[config.mk]
export PLATFORM = sky130hd
export DESIGN_NAME = srm_cpu
export DESIGN_NICKNAME = d
export VERILOG_FILES = /design/src/rtl/srm_cpu.sv
export SDC_FILE = /design/constraint.sdc
export NUM_CORES = 1
export LEC_CHECK = 0
export CELL_PAD_IN_SITES_DETAIL_PLACEMENT = 0
export CELL_PAD_IN_SITES_GLOBAL_PLACEMENT = 1
export CORE_MARGIN = 2
export CORE_UTILIZATION = 50
export DETAILED_ROUTE_END_ITERATION = 7
export PLACE_DENSITY_LB_ADDON = 0.1
export SLEW_MARGIN = 10
export SYNTH_ARGS = -nofsm -noshare
export SYNTH_HDL_FRONTEND = slang
export SYNTH_SLANG_ARGS = --single-unit
export TNS_END_PERCENT = 20
[constraint.sdc]
create_clock -name clk -period 5.4 [get_ports clk]
set_input_delay 1.08 -clock clk [delete_from_list [all_inputs] [get_ports clk]]
set_output_delay 1.08 -clock clk [all_outputs]
set_load 0.03 [all_outputs]
[src/rtl/srm_cpu.sv]
// srm_cpu: multicycle Simple RISC Machine core with on-chip PC, load/store and HALT.
// Instructions and data share one synchronous-read memory port with one cycle of read latency.
module srm_cpu #(
    parameter int unsigned DATA_W   = 16,
    parameter int unsigned ADDR_W   = 9,
    parameter int unsigned RESET_PC = 0
) (
    input  logic              clk,
    input  logic              reset,
    input  logic [DATA_W-1:0] mem_rdata,
    output logic [ADDR_W-1:0] mem_addr,
    output logic              mem_rd,
    output logic              mem_wr,
    output logic [DATA_W-1:0] mem_wdata,
    output logic [DATA_W-1:0] out,
    output logic              N,
    output logic              V,
    output logic              Z,
    output logic              halted
);

    typedef enum logic [3:0] {
        StRst,
        StFetch,
        StFwait,
        StDecode,
        StGetA,
        StGetB,
        StAlu,
        StWb,
        StAddr,
        StMemRd,
        StMemWait,
        StGetD,
        StMemWr,
        StHalt
    } state_e;

    localparam logic [2:0] OpcMov = 3'b110;
    localparam logic [2:0] OpcAlu = 3'b101;
    localparam logic [2:0] OpcLdr = 3'b011;
    localparam logic [2:0] OpcStr = 3'b100;

    localparam logic [1:0] AluAdd = 2'b00;
    localparam logic [1:0] AluCmp = 2'b01;
    localparam logic [1:0] AluAnd = 2'b10;

    state_e state_q, state_d;

    logic [ADDR_W-1:0] pc_q;
    logic [15:0]       ir_q;
    logic [DATA_W-1:0] a_q, b_q, c_q;
    logic [DATA_W-1:0] regs_q [8];
    logic              n_q, v_q, z_q;

    logic [2:0]        opcode;
    logic [1:0]        op;
    logic [2:0]        rn, rd, rm;
    logic [1:0]        sh;
    logic [DATA_W-1:0] sximm8, sximm5;
    logic              is_mov_imm, is_mov_reg, is_alu, is_ldr, is_str, is_cmp;

    assign opcode = ir_q[15:13];
    assign op     = ir_q[12:11];
    assign rn     = ir_q[10:8];
    assign rd     = ir_q[7:5];
    assign sh     = ir_q[4:3];
    assign rm     = ir_q[2:0];
    assign sximm8 = {{(DATA_W-8){ir_q[7]}}, ir_q[7:0]};
    assign sximm5 = {{(DATA_W-5){ir_q[4]}}, ir_q[4:0]};

    assign is_mov_imm = (opcode == OpcMov) && (op == 2'b10);
    assign is_mov_reg = (opcode == OpcMov) && (op == 2'b00);
    assign is_alu     = (opcode == OpcAlu);
    assign is_cmp     = is_alu && (op == AluCmp);
    assign is_ldr     = (opcode == OpcLdr) && (op == 2'b00);
    assign is_str     = (opcode == OpcStr) && (op == 2'b00);

    // Shifter feeds only the B (Rm) operand
    logic [DATA_W-1:0] b_sh, diff, alu_res;

    always_comb begin
        case (sh)
            2'b00:   b_sh = b_q;
            2'b01:   b_sh = {b_q[DATA_W-2:0], 1'b0};
            2'b10:   b_sh = {1'b0, b_q[DATA_W-1:1]};
            default: b_sh = {b_q[DATA_W-1], b_q[DATA_W-1:1]};
        endcase
    end

    assign diff = a_q - b_sh;

    always_comb begin
        alu_res = b_sh;
        if (!is_mov_reg) begin
            case (op)
                AluAdd:  alu_res = a_q + b_sh;
                AluCmp:  alu_res = diff;
                AluAnd:  alu_res = a_q & b_sh;
                default: alu_res = ~b_sh;
            endcase
        end
    end

    always_ff @(posedge clk) begin
        if (!reset) begin
            state_q <= StRst;
        end else begin
            state_q <= state_d;
        end
    end

    always_comb begin
        state_d   = state_q;
        mem_rd    = 1'b0;
        mem_wr    = 1'b0;
        mem_addr  = pc_q;
        mem_wdata = b_q;
        case (state_q)
            StRst:    state_d = StFetch;
            StFetch: begin
                mem_rd  = 1'b1;
                state_d = StFwait;
            end
            StFwait:  state_d = StDecode;
            StDecode: begin
                if (is_mov_imm) begin
                    state_d = StWb;
                end else if (is_mov_reg || (is_alu && op == 2'b11)) begin
                    state_d = StGetB;
                end else if (is_alu || is_ldr || is_str) begin
                    state_d = StGetA;
                end else begin
                    state_d = StHalt;
                end
            end
            StGetA:   state_d = (is_ldr || is_str) ? StAddr : StGetB;
            StGetB:   state_d = StAlu;
            StAlu:    state_d = is_cmp ? StFetch : StWb;
            StWb:     state_d = StFetch;
            StAddr:   state_d = is_ldr ? StMemRd : StGetD;
            StMemRd: begin
                mem_rd   = 1'b1;
                mem_addr = c_q[ADDR_W-1:0];
                state_d  = StMemWait;
            end
            StMemWait: state_d = StFetch;
            StGetD:    state_d = StMemWr;
            StMemWr: begin
                mem_wr   = 1'b1;
                mem_addr = c_q[ADDR_W-1:0];
                state_d  = StFetch;
            end
            StHalt:    state_d = StHalt;
            default:   state_d = StRst;
        endcase
        // An interrupted access must never reach memory
        if (!reset) begin
            mem_rd = 1'b0;
            mem_wr = 1'b0;
        end
    end

    always_ff @(posedge clk) begin
        if (!reset) begin
            pc_q <= ADDR_W'(RESET_PC);
            ir_q <= '0;
            a_q  <= '0;
            b_q  <= '0;
            c_q  <= '0;
            n_q  <= 1'b0;
            v_q  <= 1'b0;
            z_q  <= 1'b0;
            for (int i = 0; i < 8; i++) begin
                regs_q[i] <= '0;
            end
        end else begin
            case (state_q)
                StFwait: begin
                    ir_q <= mem_rdata[15:0];
                    pc_q <= pc_q + ADDR_W'(1);
                end
                StGetA: a_q <= regs_q[rn];
                StGetB: b_q <= regs_q[rm];
                StAlu: begin
                    if (is_cmp) begin
                        n_q <= diff[DATA_W-1];
                        z_q <= (diff == '0);
                        v_q <= (a_q[DATA_W-1] ^ b_sh[DATA_W-1]) & (diff[DATA_W-1] ^ a_q[DATA_W-1]);
                    end else begin
                        c_q <= alu_res;
                    end
                end
                StWb: begin
                    if (is_mov_imm) begin
                        regs_q[rn] <= sximm8;
                    end else begin
                        regs_q[rd] <= c_q;
                    end
                end
                StAddr:    c_q <= a_q + sximm5;
                StMemWait: regs_q[rd] <= mem_rdata;
                StGetD:    b_q <= regs_q[rd];
                default: ;
            endcase
        end
    end

    assign out    = c_q;
    assign N      = n_q;
    assign V      = v_q;
    assign Z      = z_q;
    assign halted = (state_q == StHalt) && reset;

endmodule

# Word-level counts from Yosys, hierarchy flattened
# Memory sizes are Yosys's and may differ from the RTL's. A register that Yosys moved wholly into a read port is not among the register bits.
# Cells that the tools add are included.
dict set report classes {
  add_sub_neg 4
  n_eq_ne 23
  n_mux 41
  bitwise_logic 6
  reduce_logical 25
}
# operator n
set op_table {}
lappend op_table {{$pmux 16 s3} 2}
lappend op_table {{$mux 16} 5}
lappend op_table {{$pmux 16 s2} 2}
lappend op_table {{$pmux 4 s11} 1}
lappend op_table {{$add 16x16->16} 2}
lappend op_table {{$reduce_or 16->1} 2}
lappend op_table {{$eq 4x4->1 const B} 6}
lappend op_table {{$mux 3} 7}
lappend op_table {{$mux 1} 18}
lappend op_table {{$and 16x16->16} 1}
lappend op_table {{$eq 4x3->1 const B} 4}
lappend op_table {{$logic_not 16->1} 1}
lappend op_table {{$mux 4} 4}
lappend op_table {{$not 16->16} 1}
lappend op_table {{$sub 16x16->16} 1}
lappend op_table {{$add 9x1->9 const B} 1}
lappend op_table {{$eq 3x3->1 const B} 3}
lappend op_table {{$mux 9} 1}
lappend op_table {{$eq 4x2->1 const B} 2}
lappend op_table {{$logic_and 1x1->1} 7}
lappend op_table {{$eq 2x2->1 const B} 3}
lappend op_table {{$eq 2x1->1 const B} 2}
lappend op_table {{$eq 4x1->1 const B} 1}
lappend op_table {{$logic_not 2->1} 2}
lappend op_table {{other kinds (13)} 20}
dict set report word_totals {
  reg_bits 64
  ram_bits 128
  in_bits 18
  out_inout_bits 47
  memories 1
}
# name depth word_bits rd rd_clocked_by_memory_dff write_ports line
set memory_table {}
lappend memory_table {regs_q 8 16 3 3 8 53} ;# logic [DATA_W-1:0] regs_q [8];

# Depth between registers and ports, before layout
# Gate-level depths: netlist of run 1.
dict set report logic_depth {
  word_depth 9
  mapped_depth 17
  ltp_nobuf 14
}

# Least setup slack after synthesis of run 1
# OpenSTA, ideal clock, no wires.
dict set report synth_path {
  kind {flip-flop to flip-flop}
  from {reg ir_q[4]}
  to {reg c_q[8] (netlist: out[8])}
  setup_time_ns 0.115
  arrival_time_ns 3.640
  t_required_ns 5.285
  path_slack_ns 1.645
  path_stages_with_launch 16
  path_buffers 2
  path_cell_list {dfxtp_1 > clkbuf_1 > clkbuf_1 > nor3b_1 > a21oi_1 > inv_1 > ha_1 > fa_1 > a211oi_1 > o21bai_1 > a31o_1 > a21oi_1 > xor2_1 > a21oi_1 > mux4_2 > o21a_1}
}
dict set report synth_between {
  elab_chain_len 7
  word_cells_on_any_way 13
}
# element line
set synth_rtl {}
lappend synth_rtl {{from (decl)} 51} ;# logic [15:0] ir_q;
lappend synth_rtl {{from (signal assigned)} 180} ;# ir_q <= mem_rdata[15:0];
lappend synth_rtl {{$eq 2x2->1 (tied with other cells)} 83} ;# case (sh)
lappend synth_rtl {{$pmux 16 s3} 83}
lappend synth_rtl {{$sub 16x16->16 (tied with other cells)} 91} ;# assign diff = a_q - b_sh;
lappend synth_rtl {{$pmux 16 s3} 96} ;# case (op)
lappend synth_rtl {{$mux 16} 95} ;# if (!is_mov_reg) begin
lappend synth_rtl {{$mux 16} 186} ;# if (is_cmp) begin
lappend synth_rtl {{$pmux 16 s2 (*)} 178} ;# case (state_q)
lappend synth_rtl {{to (signal assigned)} 191} ;# c_q <= alu_res;
lappend synth_rtl {{to (signal assigned)} 201} ;# StAddr: c_q <= a_q + sximm5;
lappend synth_rtl {{to (decl)} 52} ;# logic [DATA_W-1:0] a_q, b_q, c_q;
# Every way passes the cells marked *; elsewhere a longest branch is shown, timed or not. The select of a mux whose other input is x is not followed.
# A chain may end at the register's enable or synchronous reset.

# Worst setup path in the final report of run 1
dict set report layout_path {
  from {reg ir_q[3]}
  to {reg z_q (netlist: Z)}
}
dict set report layout_between {
  elab_chain_len 4
  word_cells_on_any_way 6
}
# element line
set layout_rtl {}
lappend layout_rtl {{$eq 2x2->1 (tied with other cells)} 83}
lappend layout_rtl {{$pmux 16 s3 (*)} 83}
lappend layout_rtl {{$sub 16x16->16 (*)} 91}
lappend layout_rtl {{$logic_not 16->1 (*)} 188} ;# z_q <= (diff == '0);
lappend layout_rtl {{to (signal assigned)} 188}
lappend layout_rtl {{to (decl)} 54} ;# logic n_q, v_q, z_q;
# Every way passes the cells marked *; elsewhere a longest branch is shown, timed or not.

==> results of run 1 <==
## worst min-delay path: stages, from the launching register on
cell     delay [ps]
dfxtp_1         310
nand3_1          50
o21ai_0          80
## metrics by stage
step           std cells  hold WS, ps  setup slack, ps  cell area [um^2]  power (W)
2_1_floorplan       1407          464             1650             14800    0.00322
3_3_place_gp        1790          461             1240             15600    0.00363
3_5_place_dp        1790          475             1170             15600    0.00364
4_1_cts             1838          488             1130             16400    0.00529
5_1_grt             1838          549              717             16400    0.00552
6_report            1838          489             1090             16400    0.00529
## state kept, by name, indices dropped and copies added (netlist names), named ones only
signal and count:
N 1, V 1, Z 1, a_q 16, ir_q 16, mem_wdata 16, out 16, pc_q 9
regs_q 128, state_q 4
## cell usage in the layout (no fill, tap or decap), drive strengths merged, types with 5 or more instances in the layout
cell / count
a2111oi: 6
a211oi: 14
a21boi: 20
a21o: 13
a21oi: 100
a221oi: 5
a22oi: 9
and2: 9
and3: 6
buf: 29
clkbuf: 36
clkdlybuf4s50: 63
clkinv: 11
dfxtp: 86
edfxtp: 128
ha: 52
inv: 42
mux2: 9
mux2i: 77
mux4: 98
nand2: 124
nand2b: 15
nand3: 17
nand3b: 6
nand4: 6
nor2: 196
nor2b: 25
nor3: 23
nor3b: 5
o211a: 16
o211ai: 9
o21a: 5
o21ai: 51
o221ai: 6
o22ai: 25
o31ai: 5
or3: 8
xnor2: 30
xor2: 17
## worst min path at each step
stage	startpoint	to	slack, ps	cells past startpoint
detailed placement	V	V	480	2
global placement	V	V	460	2
finish	V	V	490	2
global route	V	V	550	2
floorplan	pc_q[7]	pc_q[7]	460	2
CTS	V	V	490	2
## per-layer routing
metal  part of all wire  routed length, um  vias up  GRT usage
met5                  0                  0        -          0
met4              0.034               1560        0     0.0995
met2               0.49              22200      426      0.493
met3              0.064               2930       94     0.0360
met1               0.41              18800     5713      0.392
li1                   -                  -     5290          -
## logic make-up after synthesis
family	Yosys count	share of synthesized area
AND/OR/NAND/NOR	454	0.142
AO/OA/AOI/OAI	311	0.147
flip-flops	214	0.376
multiplexers	184	0.208
buffers and inverters	142	0.0512
adder cells (fa/ha/maj)	55	0.0480
XOR/XNOR	47	0.0278
## power by group through the flow
stage / registers, W / logic [W] / clock network [W]
2_1_floorplan: 0.00196 / 0.00126 / 0
3_3_place_gp: 0.00201 / 0.00162 / 0
3_5_place_dp: 0.00201 / 0.00163 / 0
4_1_cts: 0.00198 / 0.00164 / 0.00167
5_1_grt: 0.00200 / 0.00178 / 0.00174
6_report: 0.00198 / 0.00165 / 0.00166
## area by class of cell
cell class	count	area, um^2
multi-input combinational	1051	8510
tap	390	488
timing repair buffer	92	858
fill	2571	13000
inverter	43	161
clock buffer	36	729
sequential	214	5570
clock inverter	12	65.1
==> flow_metrics.py, run 1 <==
metrics = {
    "logic_synthesis": {
        "synth_top_cells_by_count": "194 x nor2_1, 128 x edfxtp_1, 116 x nand2_1",
        "yosysTopAreaCell": "edfxtp_1",
        "synth_cell_type_count": 89,
        "synth_flop_cell": "edfxtp_1",
        "syn-num-nets": 1480,
        "synth_top_cell_area_share": 0.259,
        "ys_seq_elements": 214,
        "yosys_warnings": 0,
        "synth_area_leaders": "edfxtp_1 26%, mux4_2 15%, dfxtp_1 12%",
        "synth.most_common_cell": "nor2_1",
        "synthCells": 1407,
        "seq_area_frac_synth": 0.376,
        "synth_edf_count": 128,
        "synth_area_per_cell_um2": 10.5,
        "synthArstFlopShare": 0,
        "netlist_area_mm2": 0.0148,
    },
    "finish": {
        "area_delta_synth_final_pct": 10.5,
        "post-route-util": 0.557,
        "final_layout_size_suffix_gt1_frac": 0.155,
        "nNetsFinal": 1501,
        "diodes": 0,
    },
    "min_path": {
        "min_path_type": "register to register",
    },
    "worst_setup_path": {
        "r2r_cells": 12,
        "endpoint_kind": "register",
        "critical_path.startpoint": "ir_q[3]",
        "crit_buf_inv": 0,
        "crit_end": "Z",
        "worstPathRequired_ps": 5880,
        "r2r_slack_ps": 1090,
        "cp_cell_sequence": "mux2i_1 > o21ai_0 > ha_1 > o21bai_1 > nor4b_2 > nor3_1 > o31ai_1 > a21oi_1 > o2bb2ai_1 > xnor2_1 > nor3b_1 > a32o_1",
        "reg2reg_from": "ir_q[3]",
        "r2r_end": "Z",
        "path_delay_family": "compound AO/OA/AOI/OAI gates",
        "cp.arrival_ps": 4790,
        "critPathSlowestCell": "dfxtp_1",
        "path_class": "register to register",
        "worst-path-max-fanout": 20,
        "start_kind": "register",
        "cp.depth": 12,
        "cpPeakStageDelay_ps": 1010,
    },
    "drt": {
        "drc_errors": 0,
        "ant_nets": 0,
        "wl_per_cell_um": 24.8,
        "wl_mm": 45.5,
        "drt_iter0_drc": 1150,
        "routed_via_density": 6.27,
        "firstDrtPassIters": 5,
        "vias": 11500,
    },
    "global_routing": {
        "grt_overflow": 0,
        "grt_pass1_vias": 11100,
        "grt_usage": 0.292,
        "grt_max_degree": 97,
        "grt_pass1_wl_mm": 68.2,
        "antenna_found_initial": 0,
    },
    "sta": {
        "tns_ps": 0,
        "period_needed_ps": 4310,
        "finalCritPeriodShare": 0.799,
        "finalHoldViolCount": 0,
        "finClkSkew_ps": 8.83,
        "finalSetupViolCount": 0,
        "max_slew_margin": 0.191,
        "drv_slew": 0,
        "worstMarginPinSlew_ps": 1210,
        "fmax_ghz": 0.232,
        "grt_setup_unrepaired": "false",
    },
    "pwr": {
        "p_clk_frac": 0.314,
        "power_frac_comb": 0.312,
        "swShare": 0.344,
        "intPower_w": 0.00347,
        "powerDensity_mw_per_mm2": 323,
        "pwr-share-seq": 0.374,
        "irDropWorstVdd_uv": 227,
        "leakagePower_nw": 5.72,
        "p_switching_w": 0.00182,
    },
    "run": {
        "max_cap_viol_count": 0,
    },
    "floorplanning": {
        "fp.dieArea_mm2": 0.0310,
        "core_region_area_mm2": 0.0294,
        "io_pins": 65,
        "fp-row-count": 63,
        "die_h_um": 176,
        "die_x_um": 176,
        "initial_core_util": 0.504,
    },
    "clocking": {
        "cts-resized-gates": 0,
        "postCtsSetupBuffers": 0,
        "cts_root_buf": "clkbuf_16",
        "cts_hold_buffers": 0,
        "clk_latency_ps": 540,
        "htree_levels": 1,
        "clockBufferDepth": 3,
        "cts_tree": "yes",
        "path_clk_slew_ps": 60,
        "cts_buffers": 26,
        "cts_sinks": 214,
    },
    "placed_design": {
        "port_buffers": 64,
        "dp_hpwl_mm": 31.2,
        "gp_congestion": 0.901,
    },
    "status": {
        "status": "complete, no violations",
    },
}
No activity file was read; power rests on OpenSTA's default activity.
==> run 2, diff against run 1 <==
==> constraint.sdc (replaced) <==
create_clock -name clk -period 4.24 [get_ports clk]
set_input_delay 0.848 -clock clk [delete_from_list [all_inputs] [get_ports clk]]
set_output_delay 0.848 -clock clk [all_outputs]
set_load 0.03 [all_outputs]
==> flow_metrics.py, run 2 (synthesis results as in run 1) <==
metrics = {
    "status": {
        "status": "complete, no violations",
    },
    "sta": {
        "worstMarginPinSlew_ps": 1160,
        "whs_ps": 489,
        "max_slew_margin": 0.226,
        "drv_slew": 0,
        "period_needed_ps": 3780,
        "fmax_ghz": 0.265,
        "finClkSkew_ps": 11.8,
        "finalHoldViolCount": 0,
        "finalSetupViolCount": 0,
        "finalCritPeriodShare": 0.890,
        "tns_ps": 0,
        "grt_setup_unrepaired": "false",
    },
    "finish": {
        "area_delta_synth_final_pct": 11.7,
        "nNetsFinal": 1518,
        "layout_commonest_cell": "nor2_1",
        "diodes": 0,
        "fin_cells": 1854,
        "post-route-util": 0.563,
        "mostFrequentLayoutCells": "194 x nor2_1, 128 x edfxtp_1, 116 x nand2_1",
        "largest_reg_flops": 128,
        "final_layout_size_suffix_gt1_frac": 0.169,
        "largest-register": "regs_q",
    },
    "floorplanning": {
        "io_pins": 65,
        "die_h_um": 176,
        "die_x_um": 176,
        "fp-row-count": 63,
        "initial_core_util": 0.504,
        "fp.dieArea_mm2": 0.0310,
        "core_region_area_mm2": 0.0294,
    },
    "placed_design": {
        "dp_hpwl_mm": 32.3,
        "placed_cells": 1808,
        "port_buffers": 64,
        "gp_congestion": 0.902,
    },
    "pwr": {
        "irDropWorstVdd_uv": 320,
        "powerDensity_mw_per_mm2": 413,
        "power.total_w": 0.00683,
        "leakagePower_nw": 5.82,
    },
    "clocking": {
        "htree_levels": 1,
        "cts_buffers": 25,
        "cts_tree": "yes",
        "cts_root_buf": "clkbuf_16",
        "path_clk_slew_ps": 70,
        "cts_hold_buffers": 0,
        "cts_sinks": 214,
        "cts-resized-gates": 0,
        "clockBufferDepth": 3,
        "postCtsSetupBuffers": 0,
        "clk_latency_ps": 540,
    },
    "worst_setup_path": {
        "reg2reg_from": "ir_q[3]",
        "crit_buf_inv": 3,
        "endpoint_kind": "register",
        "critical_path.startpoint": "ir_q[3]",
        "r2r_end": "Z",
        "cp.arrival_ps": 4260,
        "r2r_slack_ps": 460,
        "cpPeakStageDelay_ps": 540,
        "r2r_cells": 15,
        "worstPathRequired_ps": 4720,
        "path_delay_family": "compound AO/OA/AOI/OAI gates",
        "cp_cell_sequence": "buf_4 > mux2i_1 > nor2_1 > a21oi_1 > inv_1 > ha_1 > inv_1 > a2111oi_0 > a21oi_2 > a21oi_2 > xnor2_1 > nor4b_1 > nand4b_1 > nor3b_1 > a32o_1",
        "cp.depth": 15,
        "start_kind": "register",
        "crit_end": "Z",
        "path_class": "register to register",
        "worst-path-max-fanout": 9,
        "critPathSlowestCell": "dfxtp_1",
    },
    "drt": {
        "vias": 11500,
        "ant_nets": 0,
        "routed_via_density": 6.23,
        "wl_per_cell_um": 23.8,
        "firstDrtPassIters": 5,
        "drc_errors": 0,
        "wl_mm": 44.1,
        "drt_iter0_drc": 1275,
    },
    "global_routing": {
        "grt_max_degree": 43,
        "grt_overflow": 0,
        "grt_usage": 0.284,
        "antenna_found_initial": 0,
        "grt_pass1_vias": 11200,
        "grt_pass1_wl_mm": 67.3,
    },
    "run": {
        "max_cap_viol_count": 0,
    },
    "min_path": {
        "min_path_type": "register to register",
        "min-delay-start": "V",
    },
}
[run 2: worst min-delay path by stage]
stage,to,cells past startpoint,slack [ps]
2_1_floorplan,pc_q[7],2,460
3_3_place_gp,V,2,470
3_5_place_dp,V,2,490
4_1_cts,V,2,500
5_1_grt,V,2,520
6_report,V,2,490
[run 2: layer usage]
layer	GRT usage	up-vias	routed length [um]
met1	0.388	5793	19100
met2	0.490	367	21900
met4	0.0654	0	884
met5	0	-	0
li1	-	5318	-
met3	0.0276	64	2230
[run 2: metrics by stage]
step,area (um^2),setup WS [ps]
finish,16600,465
detailed placement,15700,504
global placement,15700,584
CTS,16600,492
global route,16600,57.8
floorplan,14800,485
[run 2: power breakdown]
group	internal (W)	total, W	switching, W
clock network	0.00128	0.00218	0.000905
registers	0.00232	0.00262	0.000297
logic	0.000917	0.00203	0.00111
total	0.00452	0.00683	0.00231
[run 2: area by class of cell]
type	instances	area [um^2]
Timing Repair Buffer	110	1010
Tap cell	390	488
Inverter	43	161
Multi-Input combinational cell	1051	8510
Sequential cell	214	5570
Clock inverter	12	128
Clock buffer	34	694
Fill cell	2585	12800
[run 2: worst min-delay path, delay by kind of cell (launching register included)]
kind               cells  cell delay (ps)
DFF                    1              310
and+or+nand+nor        1               60
AOI/OAI and AO/OA      1               70
==> run 3, diff against run 2 <==
--- a/config.mk
+++ b/config.mk
@@ -15,4 +15,4 @@
 export SYNTH_ARGS = -nofsm -noshare
 export SYNTH_HDL_FRONTEND = slang
 export SYNTH_SLANG_ARGS = --single-unit
-export TNS_END_PERCENT = 20
+export TNS_END_PERCENT = 1
==> results of run 3 <==
Final layout, timing and power as in run 2 (identical DEF).
